==> config.mk <==
export PLATFORM = sky130hd
export DESIGN_NAME = statmch_sum_collect
export DESIGN_NICKNAME = d
export VERILOG_FILES = /design/src/rtl/statmch_sum_collect.sv
export SDC_FILE = /design/constraint.sdc
export NUM_CORES = 1
export LEC_CHECK = 0
export BUFFER_PORTS_ARGS = -buffer_cell sky130_fd_sc_hd__buf_4
export CAP_MARGIN = 30
export CELL_PAD_IN_SITES_DETAIL_PLACEMENT = 1
export CELL_PAD_IN_SITES_GLOBAL_PLACEMENT = 2
export CORE_MARGIN = 5
export CORE_UTILIZATION = 34
export DETAILED_ROUTE_END_ITERATION = 8
export PLACE_DENSITY_LB_ADDON = 0.1
export SLEW_MARGIN = 10
export SYNTH_ARGS = -nofsm -noshare
export SYNTH_HDL_FRONTEND = slang
export SYNTH_SLANG_ARGS = --single-unit
==> constraint.sdc <==
create_clock -name clk -period 2 [get_ports clk]
set_input_delay 0.1 -clock clk [delete_from_list [all_inputs] [get_ports clk]]
set_output_delay 0.1 -clock clk [all_outputs]
set_load 0.005 [all_outputs]
==> src/rtl/statmch_sum_collect.sv <==
// Captures one sum per rising edge of the upstream summer's ready into a small FIFO,
// serves it through a valid/ack handshake and keeps running capture statistics.
module statmch_sum_collect #(
    parameter int DEPTH = 4,
    parameter int AW    = 2
) (
    input  logic          clk,
    input  logic          reset,
    input  logic          clr,
    input  logic          ready_in,
    input  logic [7:0]    sum_in,
    output logic [7:0]    out_data,
    output logic          out_valid,
    input  logic          out_ack,
    output logic [7:0]    count,
    output logic [15:0]   total,
    output logic [7:0]    max_sum,
    output logic          overflow,
    output logic [AW:0]   level
);

    typedef enum logic {
        EMPTY = 1'b0,
        HOLD  = 1'b1
    } state_t;

    localparam logic [AW:0] FULL_LVL = (AW + 1)'(DEPTH);

    state_t          state;
    state_t          state_n;
    logic            rdy_q;
    logic [7:0]      mem [DEPTH];
    logic [AW-1:0]   wr_ptr;
    logic [AW-1:0]   rd_ptr;
    logic [AW:0]     level_n;
    logic [7:0]      data_n;
    logic            cap;
    logic            full;
    logic            pop;
    logic            push;
    logic            drop;

    function automatic logic [7:0] sat_inc8(input logic [7:0] v);
        return (v == 8'hFF) ? v : v + 8'd1;
    endfunction

    function automatic logic [15:0] sat_add16(input logic [15:0] a, input logic [7:0] b);
        logic [16:0] s;
        s = {1'b0, a} + {9'd0, b};
        return s[16] ? 16'hFFFF : s[15:0];
    endfunction

    function automatic logic [7:0] max8(input logic [7:0] a, input logic [7:0] b);
        return (b > a) ? b : a;
    endfunction

    assign out_valid = (state == HOLD);
    assign cap       = ready_in & ~rdy_q;
    assign full      = (level == FULL_LVL);
    assign pop       = out_valid & out_ack;
    assign push      = cap & (~full | pop);
    assign drop      = cap & full & ~pop;

    always_comb begin
        level_n = level;
        if (push && !pop) begin
            level_n = level + (AW + 1)'(1);
        end else if (pop && !push) begin
            level_n = level - (AW + 1)'(1);
        end
    end

    // The head register is loaded from the incoming sum whenever the pushed
    // value becomes the head; otherwise from the entry behind the popped one.
    always_comb begin
        data_n = out_data;
        if (level_n != '0) begin
            if (level == '0 || (pop && level == (AW + 1)'(1))) begin
                data_n = sum_in;
            end else if (pop) begin
                data_n = mem[rd_ptr + AW'(1)];
            end
        end
    end

    always_comb begin
        state_n = state;
        case (state)
            EMPTY:   if (push) state_n = HOLD;
            HOLD:    if (pop && level_n == '0) state_n = EMPTY;
            default: state_n = EMPTY;
        endcase
    end

    always_ff @(posedge clk) begin
        if (push) begin
            mem[wr_ptr] <= sum_in;
        end
    end

    always_ff @(posedge clk) begin
        if (reset) begin
            state    <= EMPTY;
            rdy_q    <= 1'b1;
            wr_ptr   <= '0;
            rd_ptr   <= '0;
            level    <= '0;
            out_data <= '0;
        end else begin
            state    <= state_n;
            rdy_q    <= ready_in;
            level    <= level_n;
            out_data <= data_n;
            if (push) wr_ptr <= wr_ptr + AW'(1);
            if (pop)  rd_ptr <= rd_ptr + AW'(1);
        end
    end

    // Statistics: clr takes priority over a coincident capture.
    always_ff @(posedge clk) begin
        if (reset || clr) begin
            count    <= '0;
            total    <= '0;
            max_sum  <= '0;
            overflow <= 1'b0;
        end else begin
            if (push) begin
                count   <= sat_inc8(count);
                total   <= sat_add16(total, sum_in);
                max_sum <= max8(max_sum, sum_in);
            end
            if (drop) begin
                overflow <= 1'b1;
            end
        end
    end

endmodule

==> impl_results.md <==
- Share of cells above drive strength 1: 0.346
- Largest family of logic cells by synthesized area: compound AO/OA/AOI/OAI gates
- DR pass1 iterations: 4
- Count leader, synth: dfxtp_1
- Crit path max fanout: 5
- FMAX: 519 MHz
- Synth Area in Simple Gates: 0.133
- Routed Antenna Nets: 0
- CP max stage delay: 0.35 ns
- Worst Hold Class: input pin to register
- Worst path top cell family by delay: compound AO/OA/AOI/OAI gates
- Iteration-0 DRC Markers: 153
- DIE WIDTH: 120 um
- Non-Filler Instances: 612
- I/O Buffers: 57
- Avg Inst Size Synth: 11.1 um^2
- Global route overflow: 0
- Num rows: 40
- Via density: 5.09
- Uppermost layer routed: met4
- Mapped Cells: 367
- Setup-failing EPs final: 0
- R2R cell count: 8
- Clock Pin Slew Worst Setup and Hold Paths: 0.06 ns
- First-pass GRT wire length: 16.6 mm
- CTS tree: yes
- Area Growth Syn to Fin: 31.4%
- Peak supply drop: 0.324 mV
- Post-synthesis xor/xnor area fraction: 0.0343
- Initial Util: 0.343
- Critical path startpoint category: register
- Tcrit/Tclk final: 0.963
- Ys Warns: 0
- Antenna violations before repair: 0
- Setup crit end kind: register
- Synthesized flop and latch total: 82
- Final core utilization: 0.450
- DR WL/cell: 17.0 um
- Slew Limit Fails: 0
- P per Cell Area: 811 nW/um^2
- DRT Wirelength: 10.4 mm
- Met3 wire len: 374 um
- Rel. slew slack: 0.672
- Leading area contributor after synthesis: dfxtp_1
- Hold Vio Cnt, Final: 0
- Ys async rst share: 0
- Met1 WL: 4.77 mm
- I/O pins: 58
- Ant. Diodes: 0
- Top post-synthesis cells by area: dfxtp_1 25%, edfxtp_1 24%, ha_1 7.7%, mux4_2 4.4%, a21oi_1 3.2%
- Post-detail-place hpwl: 7.44 mm
- Minimum clock period: 1.93 ns
- Synth unique cells: 62
- H-tree Lvls: 3
- Num CTS Buffers: 9
- Routed wl met2: 5.11 mm
- Critical path arrival: 2.16 ns
- Setup_tns: 0 ns
- Post-synth top cells: 50 x dfxtp_1, 34 x nor2_1, 32 x edfxtp_1
- Vias in the first global route: 3147
- Worst-case clock buffer depth: 2
- Crit Path Class: register to register
- Final Wtd Congestion: 0.806
- Unrepaired setup endpoints after global routing: yes
- Critical-path cell list: ha_4 -> fa_2 -> a211oi_2 -> o21bai_2 -> o211ai_2 -> buf_6 -> o2111ai_1 -> nor3b_2
- Buf/Inv on CP: 1
- Fin Clk Skew: 0.00666 ns
- Post-Syn Nets: 406
- CP required: 2.23 ns
- Synth top area share: 0.245
- Hold depth: 1
- Worst path depth: 8
- EDFF count, synth: 32
- CP max stage cell: fa_2
- Register area share after synthesis: 0.481
- Adder-Cell Fraction of Synth Area: 0.0815
- Fin nets: 499
- Drt drc: 0
- Max Cap Violations: 0
- Synth Cell Area: 4080 um^2
- Leak pwr: 2.07 nW
- GRT Util Overall: 0.149
- Clk_lat worst skew: 0.35 ns
- Post-synthesis mux area share: 0.0962
- Synth Area in Compound Gates: 0.141
- Largest net degree at the start of global routing: 23
- Clock sink total: 82
- Die area: 14300 um^2
- Total number of vias: 3118
- Predominant post-synthesis flop cell: dfxtp_1
- Outcome: completed
- Worst slew pin tran: 0.491 ns
- Die H: 120 um
- Root Driver: clkbuf_16
- Core Area: 11900 um^2
- Inst Count DP: 588
## layout by cell type, fill, tap and decap left out, drive strengths merged, types with 4 or more instances in the layout
| master | synthesis | routed |
|---|---|---|
| a21o | 4 | 4 |
| a21oi | 27 | 27 |
| and2 | 6 | 6 |
| buf | 4 | 93 |
| clkbuf | 8 | 9 |
| dfxtp | 50 | 50 |
| edfxtp | 32 | 32 |
| ha | 25 | 25 |
| inv | 16 | 20 |
| mux2 | 8 | 8 |
| mux2i | 11 | 11 |
| mux4 | 8 | 8 |
| nand2 | 16 | 16 |
| nand3 | 17 | 17 |
| nand4 | 7 | 7 |
| nor2 | 35 | 35 |
| nor2b | 6 | 6 |
| nor3 | 7 | 7 |
| o21ai | 17 | 17 |
| o31ai | 7 | 7 |
| xnor2 | 7 | 7 |
| xor2 | 9 | 9 |
## worst reg2reg max path: cells and delay by family (launching register included)
| family | cells | cell delay (ns) |
|---|---|---|
| compound gates | 4 | 0.65 |
| buf+inv | 1 | 0.16 |
| fa+ha+maj | 2 | 0.51 |
| simple gates | 1 | 0.17 |
| flops | 1 | 0.33 |
## area by class of cell
class | instances | area [um^2]
Fill cell | 1325 | 6550
Timing Repair Buffer | 94 | 785
Multi-Input combinational cell | 257 | 2090
Tap cell | 147 | 184
Inverter | 16 | 60.1
Clock buffer | 9 | 225
Clock inverter | 7 | 58.8
Sequential cell | 82 | 1970
## stage by stage
stage               setup WS [ns]  total power, mW  hold WS (ns)  area, um^2
finish                     0.0749             4.35        0.0206        5370
global route              -0.0498             4.57        0.0175        5370
CTS                        0.0104             4.40       0.00493        5290
detailed placement        -0.0855             2.70         0.312        4910
global placement          -0.0317             2.68         0.306        4910
floorplan                 0.00170             2.35         0.199        4090
## logic make-up (layout without fill, tap and decap cells)
kind of cell / after synthesis / after routing
XOR/XNOR: 16 / 16
AND/OR/NAND/NOR: 108 / 108
buffers and inverters: 28 / 126
flip-flops: 82 / 82
AO/OA/AOI/OAI: 80 / 80
adder cells (fa/ha/maj): 26 / 26
multiplexers: 27 / 27
## where the power goes
part	total (mW)	switching (mW)	internal (mW)
Sequential	1.86	0.0492	1.81
Combinational	0.885	0.412	0.473
Clock	1.61	0.749	0.863
Total	4.35	1.21	3.14
## layer usage
layer / global-route usage / up-vias
li1: - / 1533
met1: 0.183 / 1535
met2: 0.254 / 38
met3: 0.0302 / 12
met4: 0.0623 / 0
met5: 0 / -
## sequential cells by signal, indices dropped and copies added (netlist names)
name       flops
count          8
rdy_q          1
mem           32
level          3
out_data       8
overflow       1
wr_ptr         2
rd_ptr         2
max_sum        8
total         16
out_valid      1
## final timing paths
kind	slack [ns]	end	startpoint
setup reg to reg	0.07	total[9]$_SDFFE_PP0P_	total[0]$_SDFFE_PP0P_
setup / recovery	0.07	total[9]$_SDFFE_PP0P_	total[0]$_SDFFE_PP0P_
hold / removal	0.02	mem[2][2]$_DFFE_PP_	sum_in[2]
hold reg to reg	0.49	overflow$_SDFFE_PP0P_	overflow$_SDFFE_PP0P_
## timing repair
item / 4_1_cts / 5_1_grt
cloned: 1 / 0
setup buffers: 4 / 2
resized for setup: 8 / 15
hold buffers: 1 / 0
setup endpoints to repair: 21 / 25
pin swaps: 4 / 5
endpoints found under the hold margin: 1 / 0
Power figures use the tool's default switching activity.
